==> src/rtl/cvs_io_conditioner.sv <==
// Pad-side I/O conditioner: per-channel synchroniser and debouncer, edge pulses,
// rising-edge event counter on channel 0, fixed check logic and a square-wave divider.
module cvs_io_conditioner #(
    parameter int unsigned NUM_IN          = 5,
    parameter int unsigned DEBOUNCE_CYCLES = 16,
    parameter int unsigned COUNT_WIDTH     = 16,
    parameter int unsigned DIV_WIDTH       = 8
) (
    input  logic                   clk,
    input  logic                   rst,
    input  logic [NUM_IN-1:0]      in,
    input  logic                   count_clr,
    input  logic [DIV_WIDTH-1:0]   div_half,
    output logic [NUM_IN-1:0]      in_db,
    output logic [NUM_IN-1:0]      rise_pulse,
    output logic [NUM_IN-1:0]      fall_pulse,
    output logic                   in0_and_in1_out,
    output logic                   in0_or_in1_out,
    output logic                   not_in2_out,
    output logic [COUNT_WIDTH-1:0] edge_count,
    output logic                   div_out
);

    localparam int unsigned CNT_W = (DEBOUNCE_CYCLES > 1) ? $clog2(DEBOUNCE_CYCLES) : 1;
    localparam logic [CNT_W-1:0] CNT_LAST = CNT_W'(DEBOUNCE_CYCLES - 1);

    logic [NUM_IN-1:0]      r_sync1;
    logic [NUM_IN-1:0]      r_sync2;
    logic [NUM_IN-1:0]      r_db;
    logic [NUM_IN-1:0]      r_db_d;
    logic [CNT_W-1:0]       r_cnt [NUM_IN];
    logic [NUM_IN-1:0]      w_db_nxt;
    logic [CNT_W-1:0]       w_cnt_nxt [NUM_IN];
    logic [NUM_IN-1:0]      w_rise;
    logic [NUM_IN-1:0]      w_fall;
    logic [COUNT_WIDTH-1:0] r_ecnt;
    logic [DIV_WIDTH-1:0]   r_dcnt;
    logic [DIV_WIDTH-1:0]   r_hp;
    logic                   r_div;

    // Debounce: a differing level must persist DEBOUNCE_CYCLES samples; any agreement restarts.
    always_comb begin
        w_db_nxt = r_db;
        for (int i = 0; i < NUM_IN; i++) begin
            w_cnt_nxt[i] = '0;
            if (r_sync2[i] != r_db[i]) begin
                if (r_cnt[i] == CNT_LAST) begin
                    w_db_nxt[i] = r_sync2[i];
                end else begin
                    w_cnt_nxt[i] = r_cnt[i] + CNT_W'(1);
                end
            end
        end
    end

    always_ff @(posedge clk or posedge rst) begin
        if (rst) begin
            r_sync1 <= '0;
            r_sync2 <= '0;
            r_db    <= '0;
            r_db_d  <= '0;
            for (int i = 0; i < NUM_IN; i++) r_cnt[i] <= '0;
        end else begin
            r_sync1 <= in;
            r_sync2 <= r_sync1;
            r_db    <= w_db_nxt;
            r_db_d  <= r_db;
            for (int i = 0; i < NUM_IN; i++) r_cnt[i] <= w_cnt_nxt[i];
        end
    end

    assign w_rise = r_db & ~r_db_d;
    assign w_fall = ~r_db & r_db_d;

    // A clear coinciding with an event keeps the event.
    always_ff @(posedge clk or posedge rst) begin
        if (rst) begin
            r_ecnt <= '0;
        end else if (w_rise[0]) begin
            r_ecnt <= count_clr ? COUNT_WIDTH'(1) : r_ecnt + COUNT_WIDTH'(1);
        end else if (count_clr) begin
            r_ecnt <= '0;
        end
    end

    // Half-period is latched only at a toggle so setting changes never cut a half short.
    always_ff @(posedge clk or posedge rst) begin
        if (rst) begin
            r_dcnt <= '0;
            r_hp   <= '0;
            r_div  <= 1'b0;
        end else if (r_dcnt == r_hp) begin
            r_dcnt <= '0;
            r_hp   <= div_half;
            r_div  <= ~r_div;
        end else begin
            r_dcnt <= r_dcnt + DIV_WIDTH'(1);
        end
    end

    assign in_db           = r_db;
    assign rise_pulse      = w_rise;
    assign fall_pulse      = w_fall;
    assign in0_and_in1_out = r_db[0] & r_db[1];
    assign in0_or_in1_out  = r_db[0] | r_db[1];
    assign not_in2_out     = ~r_db[2];
    assign edge_count      = r_ecnt;
    assign div_out         = r_div;

endmodule

==> config.mk <==
export PLATFORM = sky130hd
export DESIGN_NAME = cvs_io_conditioner
export DESIGN_NICKNAME = d
export VERILOG_FILES = /design/src/rtl/cvs_io_conditioner.sv
export SDC_FILE = /design/constraint.sdc
export NUM_CORES = 1
export LEC_CHECK = 0
export CAP_MARGIN = 20
export CORE_AREA = 2 2 92 94
export CTS_BUF_LIST = sky130_fd_sc_hd__clkbuf_8
export CTS_CLUSTER_DIAMETER = 200
export DETAILED_ROUTE_END_ITERATION = 16
export DIE_AREA = 0 0 94 96
export PLACE_DENSITY_LB_ADDON = 0.3
export SLEW_MARGIN = 0
export SYNTH_ARGS = -nofsm -noshare
export SYNTH_HDL_FRONTEND = slang
export SYNTH_SLANG_ARGS = --single-unit
==> constraint.sdc <==
create_clock -name clk -period 5.25 [get_ports clk]
set_input_delay 0.7875 -clock clk [delete_from_list [all_inputs] [get_ports clk]]
set_output_delay 0.7875 -clock clk [all_outputs]
set_load 0.02 [all_outputs]
==> out/qor.txt <==
Vias: 2023
Clock Skew: 0.0113 ns
CTS tree: done
CTS sink cnt: 73
diodes inserted: 0
# Max-Cap Violations: 0
Fin Setup TNS: 0 ns
starting density of the core: 38.5%
Reg power frac: 50.1%
die area: 0.00902 mm2
hold buffer count at CTS: 0
final hold vios: 0
GP Congestion: 0.696
share of cells above drive strength 1: 11.7%
Total Routing Usage GR: 13.3%
Post-Layout Cell Count: 422
combinational share of power: 13.9%
Syn-to-layout area delta: 27.2%
RSZ-0062 raised after global routing: false
Final nets: 335
CP max FO: 11
flops & latches, synth: 73
WS Path Type: flop to output pin
CTS resizes: 0
die width: 94 um
Crit path required time: 4.46 ns
1st-pass router iterations: 4
Longest Clk Path Bufs: 2
initial antenna violation count: 0
Arr. time, crit path: 1.88 ns
vias per cell: 4.79
worst rel slew slack: 49.5%
Synth Cell Area: 0.00310 mm2
largest net degree at the start of global routing: 41
dpl cells: 406
Distinct cells, synth: 35
sequential share of the synthesized area: 58.9%
synthesized net count: 279
dpl hpwl: 3580 um
fmax: 0.374 GHz
first-pass GRT wire length: 9220 um
Power Density: 359 mW/mm2
DRC violations left: 0
Sw Ratio: 24.8%
ANT nets after route: 0
Setup violations, final: 0
Post-CTS Setup Bufs: 0
vias in the first global route: 1988
run status: finished, final reports clean
Avg WL per Cell: 12.4 um
Num CTS Buffers: 9
top-level port count: 51
Fill cells: 740
FP Rows: 33
Tcrit/Tclk final: 50.9%
switching pwr: 351 uW
Core Util, Final: 49.0%
post-layout minimum cycle time: 2.67 ns
Post-Route WL: 5250 um
HP Class: flop to flop
Leak: 1.68 nW
syn avg cell area: 12.1 um2
CTS Root Cell: clkbuf_8
Slew @ Worst Pin: 0.757 ns
critical path endpoint category: output pin
H-tree depth: 3
grt ovf: 0
clock power share: 36.1%
Syn Inst Count: 256
Starting DRT DRC Count: 24
Worst-path clk slew: 0.08 ns
clock latency on the worst-skew pair: 0.35 ns
core box area: 0.00805 mm2
Int Pwr: 1.06 mW
Startpoint Class: flop
Synthesis Warnings: 0
peak supply drop: 0.223 mV
die height: 96 um
max-slew violations: 0
port bufs: 50
==> path summary, 6_finish.rpt <==
kind                       startpoint             to  slack, ns  cells after the start
max in group asynchronous         rst       r_cnt[9]       3.43                      3
hold / removal             r_sync1[3]     r_sync2[3]       0.35                      0
hold reg to reg            r_sync1[3]     r_sync2[3]       0.35                      0
setup / recovery             in_db[0]  rise_pulse[0]       2.58                      2
min in group asynchronous         rst      r_dcnt[0]       0.87                      2
setup reg to reg            r_dcnt[0]        r_hp[7]       3.38                      4
==> synth_stat cells, drive strengths merged <==
| cell type | number | area [um2] |
|---|---|---|
| a21oi | 11 | 55.1 |
| nor3b | 5 | 37.5 |
| nand2b | 1 | 6.26 |
| xnor2 | 21 | 184 |
| and4b | 3 | 30.0 |
| nand4 | 9 | 56.3 |
| dfrtp | 73 | 1830 |
| nand3 | 13 | 77.6 |
| mux2 | 13 | 146 |
| o21ai | 7 | 35.0 |
| or4 | 1 | 7.51 |
| and4 | 2 | 18.8 |
| and3 | 3 | 20.0 |
| nor2b | 15 | 93.8 |
| or3 | 1 | 6.26 |
| xor2 | 17 | 149 |
| and2 | 2 | 12.5 |
| inv | 7 | 26.3 |
| mux2i | 1 | 10.0 |
| nand4b | 5 | 43.8 |
| buf | 3 | 23.8 |
| or2b | 1 | 8.76 |
| nand2 | 3 | 11.3 |
| or2 | 1 | 6.26 |
| nor2 | 28 | 108 |
| clkbuf | 3 | 12.5 |
| ha | 7 | 87.6 |
==> layout make-up <==
class                      instances  area (um2)  area share, %
inverter                           7        26.3          0.666
multi-input combinational        170        1210           30.7
sequential                        73        1830           46.3
clock buffer                      12         165           4.19
clock inverter                     4        73.8           1.87
tap                              105         131           3.33
timing repair buffer              51         508           12.9
==> kinds of logic (layout without fill, tap and decap cells) <==
| logic type | after synthesis | in the layout | synth area share, % |
|---|---|---|---|
| simple gates | 93 | 93 | 17.6 |
| fa+ha+maj | 7 | 7 | 2.82 |
| flops | 73 | 73 | 58.9 |
| buf+inv | 13 | 74 | 2.02 |
| compound gates | 18 | 18 | 2.91 |
| xor+xnor | 38 | 38 | 10.7 |
| mux | 14 | 14 | 5.04 |
==> layout by cell type, fill, tap and decap left out, drive strengths merged, types with 3 or more instances in the layout <==
cell type and instances:
and3 3, dfrtp 73, inv 7, nand4 9, ha 7, clkdlybuf4s50 50, nor2b 15, xor2 17
a21oi 11, xnor2 21, mux2 13, o21ai 7, nor3b 5, nand3 13, clkbuf 12, nand4b 5
and4b 3, nor2 28, nand2 3
==> flip-flops by register name, indices dropped and copies added, names as in the netlist <==
name        flops
r_hp            8
r_db_d          5
edge_count     16
in_db           5
r_dcnt          8
r_cnt          20
r_sync2         5
div_out         1
r_sync1         5
==> worst max-delay path, cell delays in order, from the launching register on <==
cell and delay [ns]:
dfrtp_1 0.53, nor2b_1 0.34, clkdlybuf4s50_1 0.67
==> through the flow <==
step | hold slack (ns) | setup slack, ns | area, um2 | power [mW]
3_5_place_dp | 0.337 | 2.93 | 3700 | 0.919
3_3_place_gp | 0.333 | 2.95 | 3700 | 0.912
4_1_cts | 0.355 | 2.54 | 3940 | 1.44
2_1_floorplan | 0.331 | 2.61 | 3100 | 0.864
5_1_grt | 0.359 | 2.45 | 3940 | 1.50
6_report | 0.352 | 2.58 | 3940 | 1.42
==> metal layers <==
metal  routed length [um]  track usage (%)
met1                 2450             17.3
met2                 2470             20.3
met3                  198             3.45
met4                  134             7.61
met5                    0                0
==> power groups by stage <==
stage	clock (mW)	combinational (mW)	sequential, mW
after global routing	0.554	0.225	0.723
after detailed placement	0	0.199	0.720
after floorplan	0	0.156	0.708
final	0.510	0.196	0.709
after global placement	0	0.193	0.719
after CTS	0.530	0.200	0.709
Note: power is estimated with default switching activity, not from simulation.
